`config.mk`:
```
export PLATFORM = sky130hd
export DESIGN_NAME = exp_job_sequencer
export DESIGN_NICKNAME = d
export VERILOG_FILES = /design/src/rtl/exp_job_sequencer.sv
export SDC_FILE = /design/constraint.sdc
export NUM_CORES = 1
export LEC_CHECK = 0
export CAP_MARGIN = 20
export CORE_UTILIZATION = 45
export CTS_BUF_LIST = sky130_fd_sc_hd__clkbuf_4
export DETAILED_ROUTE_END_ITERATION = 6
export MAX_ROUTING_LAYER = met4
export PLACE_DENSITY = 0.78
export SYNTH_ARGS = -nofsm -noshare
export SYNTH_HDL_FRONTEND = slang
export SYNTH_SLANG_ARGS = --single-unit
```
`constraint.sdc`:
```
create_clock -name clk -period 2.5 [get_ports clk]
set_clock_uncertainty 0.15 [all_clocks]
set_input_delay 0.25 -clock clk [delete_from_list [all_inputs] [get_ports clk]]
set_output_delay 0.25 -clock clk [all_outputs]
set_load 0.01 [all_outputs]
```
`src/rtl/exp_job_sequencer.sv`:
```
// Host-side job sequencer for the e^x core: queues operands, issues one start
// per job, waits for done (with a watchdog) and returns the 2.16 result.
//
// state | meaning
// ------+-----------------------------------------------------------
// IDLE  | no job in flight; pops the FIFO head when one is queued
// START | acc_start is high for this single cycle
// WAIT  | watchdog running; captures on done or aborts on timeout
// OUT   | result held on the output stream until it is accepted
module exp_job_sequencer #(
  parameter int DEPTH   = 4,
  parameter int TIMEOUT = 255
) (
  input  logic        clk,
  input  logic        rst,
  input  logic        in_valid,
  output logic        in_ready,
  input  logic [15:0] in_x,
  output logic        acc_start,
  output logic [15:0] acc_x,
  input  logic        acc_done,
  input  logic [1:0]  acc_int,
  input  logic [15:0] acc_frac,
  output logic        out_valid,
  input  logic        out_ready,
  output logic [15:0] out_x,
  output logic [17:0] out_result,
  output logic        out_err,
  output logic        busy,
  output logic [7:0]  jobs_done
);

  localparam int AW = (DEPTH > 1) ? $clog2(DEPTH) : 1;
  localparam int CW = $clog2(TIMEOUT);
  // Watchdog is a down-counter: the load value marks the first WAIT cycle
  // (where a stale done is masked) and zero is the terminal count.
  localparam logic [CW-1:0] TMR_LOAD = CW'(TIMEOUT - 1);

  typedef enum logic [1:0] {IDLE, START, WAIT, OUT} state_t;

  state_t          state;
  logic [15:0]     mem [DEPTH];
  logic [AW-1:0]   wr_ptr;
  logic [AW-1:0]   rd_ptr;
  logic [AW:0]     count;
  logic [CW-1:0]   wait_tmr;
  logic            full;
  logic            empty;
  logic            push;
  logic            pop;

  assign full     = (count == (AW+1)'(DEPTH));
  assign empty    = (count == '0);
  assign in_ready = !full && !rst;
  assign push     = in_valid && in_ready;
  assign pop      = (state == IDLE) && !empty;
  assign busy     = (state != IDLE) || !empty;

  // Operand storage; contents need no reset since the pointers gate reads.
  always_ff @(posedge clk) begin
    if (push) begin
      mem[wr_ptr] <= in_x;
    end
  end

  // FIFO pointers and occupancy; pointers wrap naturally at DEPTH.
  always_ff @(posedge clk) begin
    if (rst) begin
      wr_ptr <= '0;
      rd_ptr <= '0;
      count  <= '0;
    end else begin
      if (push) wr_ptr <= wr_ptr + 1'b1;
      if (pop)  rd_ptr <= rd_ptr + 1'b1;
      case ({push, pop})
        2'b10:   count <= count + 1'b1;
        2'b01:   count <= count - 1'b1;
        default: count <= count;
      endcase
    end
  end

  // Job FSM with registered core and result-stream outputs.
  always_ff @(posedge clk) begin
    if (rst) begin
      state      <= IDLE;
      acc_start  <= 1'b0;
      acc_x      <= '0;
      out_valid  <= 1'b0;
      out_x      <= '0;
      out_result <= '0;
      out_err    <= 1'b0;
      jobs_done  <= '0;
      wait_tmr   <= '0;
    end else begin
      acc_start <= 1'b0;
      case (state)
        IDLE: begin
          if (!empty) begin
            acc_x     <= mem[rd_ptr];
            acc_start <= 1'b1;
            state     <= START;
          end
        end
        START: begin
          wait_tmr <= TMR_LOAD;
          state    <= WAIT;
        end
        WAIT: begin
          if (acc_done && (wait_tmr != TMR_LOAD)) begin
            out_result <= {acc_int, acc_frac};
            out_x      <= acc_x;
            out_err    <= 1'b0;
            out_valid  <= 1'b1;
            jobs_done  <= jobs_done + 1'b1;
            state      <= OUT;
          end else if (wait_tmr == '0) begin
            out_result <= '0;
            out_x      <= acc_x;
            out_err    <= 1'b1;
            out_valid  <= 1'b1;
            jobs_done  <= jobs_done + 1'b1;
            state      <= OUT;
          end else begin
            wait_tmr <= wait_tmr - 1'b1;
          end
        end
        OUT: begin
          if (out_ready) begin
            out_valid <= 1'b0;
            state     <= IDLE;
          end
        end
        default: state <= IDLE;
      endcase
    end
  end

endmodule

```
Word-level counts from Yosys, hierarchy flattened
Memory sizes are Yosys's and may differ from the RTL's. A register that Yosys moved wholly into a read port is not among the register bits.
Index checks and enable logic that the tools add are counted.
{"block": "word_totals", "memories": 1, "latch_bits": 0, "wordCells": 77, "mem_bits_ro": 0, "ff_bits": 62, "mem_bits_rw": 64, "in_bits": 39}
{"block": "classes", "bitwise": 2, "shifts": 0, "order_cmp": 0, "mul": 0, "n_mux": 23, "div": 0, "addsub": 6, "reduce_logical": 22, "eq_ne": 12}
{"memory": "mem", "depth": 4, "word_bits": 16, "rd": 1, "rd_clocked_by_memory_dff": 1, "write_ports": 1, "line": "42", "rtl": "logic [15:0] mem [DEPTH];"}
{"operator": "18-bit two-way mux", "count": 2}
{"operator": "16-bit two-way mux", "count": 2}
{"operator": "8-bit two-way mux", "count": 4}
{"operator": "8-bit case mux with 2 select lines", "count": 1}
{"operator": "2-bit nonzero test", "count": 5}
{"operator": "3-bit AND reduction", "count": 3}
{"operator": "8-bit by 1-bit adder with 8-bit output (second input constant)", "count": 1}
{"operator": "8-bit zero test", "count": 1}
{"operator": "2-bit two-way mux", "count": 4}
{"operator": "2-bit != test (second input constant)", "count": 4}
{"operator": "8-bit != test (second input constant)", "count": 1}
{"operator": "2-bit case mux with 4 select lines", "count": 1}
{"operator": "8-bit by 1-bit subtractor with 8-bit output (second input constant)", "count": 1}
{"operator": "1-bit two-way mux", "count": 7}
{"operator": "2-bit == test (second input constant)", "count": 3}
{"operator": "3-bit case mux with 2 select lines", "count": 1}
{"operator": "2-bit by 1-bit adder with 2-bit output (second input constant)", "count": 2}
{"operator": "2-bit by 1-bit == test with 1-bit output (second input constant)", "count": 2}
{"operator": "1-bit logical AND", "count": 4}
{"operator": "2-bit AND reduction", "count": 2}
{"operator": "3-bit by 1-bit adder with 3-bit output (second input constant)", "count": 1}
{"operator": "3-bit == test (second input constant)", "count": 1}
{"operator": "1-bit zero test", "count": 3}
{"operator": "3-bit zero test", "count": 1}
{"operator": "other kinds (7)", "count": 8}

Depth between registers and ports, before layout
Gate-level depths: netlist (run 1).
{"block": "depth", "depth_word": 6, "ltp_mapped": 11, "ltp_nobuf": 9}

Worst setup path after synthesis (run 1)
No wires, ideal clock.
{"block": "synth_timing", "kind": "register to register", "from": "reg count[0]", "to": "reg count[2]", "path_stages_with_launch": 11, "arrival_ns": 2.472, "period_less_slack_ns": 2.693, "required_ns": 2.279, "slack_ns": -0.193, "cell_sequence": "dfxtp_1 nor3_1 nand2b_1 clkbuf_1 inv_2 buf_1 ha_1 fa_1 xnor2_1 or3_1 a21oi_1"}
{"block": "synth_via", "word_cells_on_any_way": 13}
{"element": "from (decl)", "line": "45", "rtl": "logic [AW:0] count;"}
{"element": "from (signal assigned)", "line": "76", "rtl": "2'b10: count <= count + 1'b1;"}
{"element": "from (signal assigned)", "line": "77", "rtl": "2'b01: count <= count - 1'b1;"}
{"element": "from (signal assigned)", "line": "78", "rtl": "default: count <= count;"}
{"element": "3-bit zero test *", "line": "53", "rtl": "assign empty = (count == '0);"}
{"element": "1-bit zero test *"}
{"element": "1-bit logical AND *", "line": "56", "rtl": "assign pop = (state == IDLE) && !empty;"}
{"element": "net pop", "line": "50", "rtl": "logic pop;"}
{"element": "2-bit by 1-bit == test with 1-bit output / 2-bit == test (equally long branches)", "line": "75", "rtl": "case ({push, pop})"}
{"element": "3-bit case mux with 2 select lines / 2-bit nonzero test (equally long branches)"}
The timed path passes the listed nets; every way through them passes the cells marked *.
A chain may end at the register's enable or synchronous reset.

Worst setup path after layout (run 1)
{"block": "layout_timing", "from": "in rst", "to": "out in_ready"}
{"block": "layout_via", "elab_chain_len": 2}
{"element": "from (decl)", "line": "15", "rtl": "input logic rst,"}
{"element": "1-bit zero test", "line": "54", "rtl": "assign in_ready = !full && !rst;"}
{"element": "1-bit logical AND", "line": "54"}
{"element": "to (decl)", "line": "17", "rtl": "output logic in_ready,"}
Every way passes these cells.

==> flow_metrics.tcl, run 1 <==
set metrics [dict create \
    die_area_um2 13200 \
    power_leakage_uw 0.00247 \
    synthCells 452 \
    timing.max_cap.violations 0 \
    clk_pin_slew_worst_paths_ps 110 \
    critical_path_class "input port to primary output" \
    first_global_vias 3875 \
    synth_most_common_cell "dfxtp_1" \
    netlist_top_cells_area "edfxtp_1 (33%), dfxtp_1 (27%), mux4_2 (6.3%), nand2_1 (4.9%), mux2i_1 (3.3%)" \
    slew_viol_final 0 \
    r2r-start "count[1]$_SDFFE_PP0P_" \
    synth_edf_count 64 \
    hold_depth 2 \
    syn_nets 506 \
    hold_violations 0 \
    coreArea_um2 12200 \
    tightest_slew_ps 760 \
    pin_count 102 \
    dp_hpwl_um 8180 \
    area_delta_synth_final_pct 26.4 \
    clock_path_buffers 2 \
    rr_worst_depth 8 \
    crit_arrival_ps 1950 \
    worstPathMaxFanout 49 \
    setup_tns_ps 0 \
    cp.required_ps 2100 \
    cp-startpoint "rst" \
    yosys_register_bits 142 \
    via_per_inst 5.27 \
    swShare_pct 33.5 \
    final_util_pct 59.5 \
    period_needed_ps 2350 \
    layout_setup_ws_ps 148 \
    cts-root-buf "clkbuf_4" \
    synth_ff_type "dfxtp_1" \
    grt_start_max_net_pins 50 \
    firstDrtPassIters 4 \
    power_density_nw_per_um2 866 \
    vias 3950 \
    cts_made_buffers 17 \
    start_util_pct 47.1 \
    p_switching_uw 2110 \
    fp.dieW_um 115 \
    startpoint_type "input port" \
    period_share_pct 94.1 \
    wl_um 12000 \
    min_to "out_result[12]$_SDFFE_PP0P_" \
    r2r_slack_ps 160 \
    io_buffers 101 \
    synth_common_cells "dfxtp_1 (78), nand2_1 (75), edfxtp_1 (64)" \
    seq_area_frac_synth_pct 60.6 \
    async_reset_ff_share_pct 0 \
    clockPowerShare_pct 20.9 \
    synth_top_area_share_pct 33.4 \
    totalPowerFinal_uw 6300 \
    setup_viol 0 \
    rsz0062_at_grt "false" \
    ant_nets 0 \
    internal_power_uw 4180 \
    min_from "acc_frac[12]" \
    synth_cell_type_count 56 \
    p_comb_share_pct 31.4 \
    status "completed" \
    fmax_mhz 425 \
    avgSynthCellArea_um2 12.7 \
    final_layout_size_suffix_gt1_share_pct 15.1 \
    route.detailed.drc 0 \
    regToRegEndpoint "count[2]$_SDFFE_PP0P_" \
    yosysWarnings 0 \
    gr-total-overflow 0 \
    wire_per_inst_um 16.0 \
    die_h_um 115 \
    ir_drop_v 0.000521 \
    worst_slew_margin_rel_pct 49.3 \
    end_kind "primary output" \
    row_count 40 \
    drt_iter0_markers 236 \
    diodes 0 \
    synth.largest_area_cell "edfxtp_1" \
    htreeDepth 4 \
    syn_area_um2 5750 \
    cts_tree "yes" \
    hp-class "input port to register" \
    nNetsFinal 622 \
    pre_cts_slack_ps 32.0 \
    gp_congestion 0.790 \
    clkSinkCount 142 \
    antenna_found_initial 0 \
    grt_pass1_wl_um 19300 \
    track_usage_pct 20.1 \
    p_seq_share_pct 47.7 \
    clock_latency_ps 540 \
]
-- registers in the layout, indices dropped and copies added (netlist names), 2 cells and up --
name,count
wait_tmr,8
jobs_done,8
out_result,18
out_x,16
mem,64
rd_ptr,2
count,3
state,2
wr_ptr,2
acc_x,16
-- how the worst max path moves through the flow --
stage	endpoint	slack, ps	cells past startpoint
floorplan	count[2]$_SDFFE_PP0P_	7	11
global placement	count[2]$_SDFFE_PP0P_	120	9
detailed placement	count[2]$_SDFFE_PP0P_	30	9
CTS	count[2]$_SDFFE_PP0P_	130	8
global route	count[2]$_SDFFE_PP0P_	6	8
finish	in_ready	150	5
-- repair_timing --
item	in CTS	in global routing
buffers inserted	0	0
setup endpoints to repair	0	1
hold endpoints to repair	1	0
gates resized for setup	0	1
hold buffers	1	0
-- cells in the final DEF (no fill, tap or decap), types with 4 or more instances in the layout --
| cell | instances |
|---|---|
| a32o_1 | 18 |
| nand3_1 | 5 |
| clkinvlp_4 | 4 |
| inv_1 | 10 |
| a211oi_1 | 7 |
| buf_4 | 18 |
| nand2_1 | 75 |
| mux2i_1 | 19 |
| mux2_2 | 5 |
| ha_1 | 14 |
| clkbuf_4 | 18 |
| edfxtp_1 | 64 |
| clkdlybuf4s50_1 | 100 |
| a21oi_1 | 26 |
| and2_1 | 5 |
| nor2_1 | 17 |
| nor2b_1 | 8 |
| dfxtp_1 | 77 |
| mux4_2 | 16 |
| o21ai_0 | 4 |
| nor3_1 | 4 |
| clkinv_1 | 4 |
| nand4_1 | 5 |
-- area by class of cell --
cell class / count / area [um2]
Clock buffer: 18 / 135
Clock inverter: 14 / 120
Fill cell: 1017 / 4940
Inverter: 13 / 48.8
Multi-Input combinational cell: 273 / 2110
Sequential cell: 142 / 3480
Tap cell: 168 / 210
Timing Repair Buffer: 121 / 1160
-- logic make-up after synthesis --
kind of cell | after synthesis | synth area share (%)
buffers and inverters | 37 | 3.00
AOI/OAI and AO/OA | 77 | 10.1
muxes | 41 | 10.8
adders and majority gates | 15 | 3.40
DFF | 142 | 60.6
xor gates and xnor gates | 5 | 0.762
and+or+nand+nor | 135 | 11.3
-- layer usage --
layer	up-vias	routed length, um	global-route usage [%]
li1	1918	-	-
met1	1900	5220	24.0
met2	112	5980	32.2
met3	20	635	4.53
met4	0	185	9.52
met5	-	0	-
-- critical path, stage by stage --
cell and delay (ps):
dlygate4sd3_1 530, buf_2 130, buf_4 280, a21oi_1 200, clkdlybuf4s50_1 560
-- through the flow --
stage / cells / cell area (um2) / hold slack [ps]
2_1_floorplan: 452 / 5760 / 199
3_3_place_gp: 715 / 6990 / 294
3_5_place_dp: 715 / 6990 / 298
4_1_cts: 748 / 7250 / 98.4
5_1_grt: 749 / 7270 / 114
6_report: 749 / 7270 / 156
-- power groups by stage --
stage,Combinational (uW),Sequential (uW),Clock (uW)
5_1_grt,2170,3040,1460
2_1_floorplan,1170,3060,0
6_report,1980,3000,1320
3_3_place_gp,1910,3030,0
4_1_cts,1990,3000,1370
3_5_place_dp,1980,3050,0
Power figures use the tool's default switching activity.
==> inputs of run 2 (changes only) <==
CORE_ASPECT_RATIO = 0.75   (was unset)
PLACE_DENSITY = 0.75   (was 0.78)
clock period = 2.9 ns   (was 2.5 ns; I/O delays follow)
==> flow_metrics.tcl, run 2 (same netlist as run 1, synthesis figures left out) <==
set metrics [dict create \
    crit_arrival_ps 2890 \
    period_needed_ps 2570 \
    firstDrtPassIters 5 \
    wl_um 12500 \
    cp_cell_sequence "nor3_1, nand2b_1, inv_2, ha_1, fa_1, xnor2_1, or3_1, a21oi_1" \
    gp_congestion 0.884 \
    clock_latency_ps 530 \
    swShare_pct 32.8 \
    setup_viol 0 \
    layout_setup_ws_ps 326 \
    hold_violations 0 \
    final_cell_mix "clkdlybuf4s50_1 (100), dfxtp_1 (78), nand2_1 (75)" \
    whs_ps 115 \
    rr_worst_depth 8 \
    first_global_vias 4103 \
    die_h_um 99.9 \
    largest_registers "mem x64, out_result x18" \
    dp_hpwl_um 8690 \
    drt_iter0_markers 312 \
    r2r_slack_ps 330 \
    cts.repair.resized 0 \
    pin_count 102 \
    ir_drop_v 0.000403 \
    worst_slew_margin_rel_pct 39.6 \
    status "completed" \
    cp.required_ps 3210 \
    crit_end "count[2]$_SDFFE_PP0P_" \
    largest_reg_flops 64 \
    io_buffers 101 \
    nNetsFinal 620 \
    diodes 0 \
    wire_per_inst_um 16.8 \
    clkSinkCount 142 \
    grt_start_max_net_pins 50 \
    internal_power_uw 3690 \
    die_area_um2 13200 \
    clock_path_buffers 2 \
    timing.max_cap.violations 0 \
    cts-root-buf "clkbuf_4" \
    final_common_cell "clkdlybuf4s50_1" \
    pre_cts_slack_ps 298 \
    cpPeakStageDelay_ps 400 \
    power_leakage_uw 0.00249 \
    setup_tns_ps 0 \
    coreArea_um2 12300 \
    ant_nets 0 \
    period_share_pct 88.8 \
    row_count 35 \
    grt_pass1_wl_um 20400 \
    n_fill_cell 1012 \
    regArea_um2 3480 \
    tightest_slew_ps 904 \
    vias 4016 \
    track_usage_pct 20.8 \
    gr-total-overflow 0 \
    multi_input_area_um2 2100 \
    area_delta_synth_final_pct 26.2 \
    totalPowerFinal_uw 5490 \
    worstPathMaxFanout 19 \
    via_per_inst 5.39 \
    dp.cells 712 \
    p_switching_uw 1800 \
    route.detailed.drc 0 \
    antenna_found_initial 0 \
    slowest_stage "fa_1" \
    htreeDepth 4 \
    fmax_mhz 388 \
    fp.dieW_um 133 \
    postCtsSetupRepairBufs 0 \
    final_layout_size_suffix_gt1_share_pct 14.7 \
    p_seq_share_pct 47.7 \
    r2r-start "count[0]$_SDFFE_PP0P_" \
    hp-class "input port to register" \
    top_register "mem" \
    end_kind "register" \
    critical_path_class "register to register" \
    regToRegEndpoint "count[2]$_SDFFE_PP0P_" \
    cp-startpoint "count[0]$_SDFFE_PP0P_" \
    slew_viol_final 0 \
    finalNonFillerCells 745 \
    clk_pin_slew_worst_paths_ps 120 \
    cts_tree "yes" \
    ctsHoldBuffers 0 \
    cts_made_buffers 17 \
    start_util_pct 46.5 \
    rsz0062_at_grt "false" \
    p_comb_share_pct 30.7 \
    power_density_nw_per_um2 756 \
    clockPowerShare_pct 21.5 \
    startpoint_type "register" \
]
==> run 2: critical path: cells and delay by family, from the launching register on <==
family                     cells  cell delay [ps]
and+or+nand+nor                3              800
adders and majority gates      2              680
AOI/OAI and AO/OA              1              160
xor gates and xnor gates       1              160
buffers and inverters          1              180
DFF                            1              380
==> run 2: cell type report <==
cell class / count / area share [%]
Sequential cell: 142 / 48.0
Multi-Input combinational cell: 273 / 28.9
Timing Repair Buffer: 119 / 16.0
Tap cell: 166 / 2.86
Clock buffer: 21 / 2.17
Clock inverter: 11 / 1.40
Inverter: 13 / 0.673
==> run 2: how the worst min path moves through the flow <==
stage | from | endpoint | slack (ps) | depth (start not counted)
floorplan | in_x[0] | mem[0][0]$_DFFE_PP_ | 240 | 0
global placement | out_x[5]$_SDFFE_PP0P_ | out_x[5]$_SDFFE_PP0P_ | 290 | 2
detailed placement | out_x[3]$_SDFFE_PP0P_ | out_x[3]$_SDFFE_PP0P_ | 300 | 2
CTS | rst | wr_ptr[1]$_SDFFE_PP0P_ | 60 | 5
global route | rst | wr_ptr[1]$_SDFFE_PP0P_ | 70 | 5
finish | rst | wr_ptr[1]$_SDFFE_PP0P_ | 110 | 5
==> run 2: power groups by stage <==
stage	registers, uW	logic, uW	clock network (uW)
final	2620	1690	1180
after global placement	2640	1620	0
after global routing	2660	1840	1310
after floorplan	2630	995	0
after CTS	2620	1690	1210
after detailed placement	2660	1680	0
==> run 2: stage by stage <==
step | utilization (%) | instance area [um2]
6_report | 58.7 | 7250
5_1_grt | 58.7 | 7250
4_1_cts | 58.6 | 7240
2_1_floorplan | - | 5750
3_5_place_dp | 56.5 | 6980
3_3_place_gp | 56.5 | 6980
==> run 2: metal layers <==
layer | share of wire [%] | wire, um | global-route usage [%]
met5 | 0 | 0 | -
met1 | 45 | 5640 | 25.3
met2 | 48 | 6030 | 33.0
met4 | 1.4 | 169 | 6.81
met3 | 5.3 | 658 | 6.62
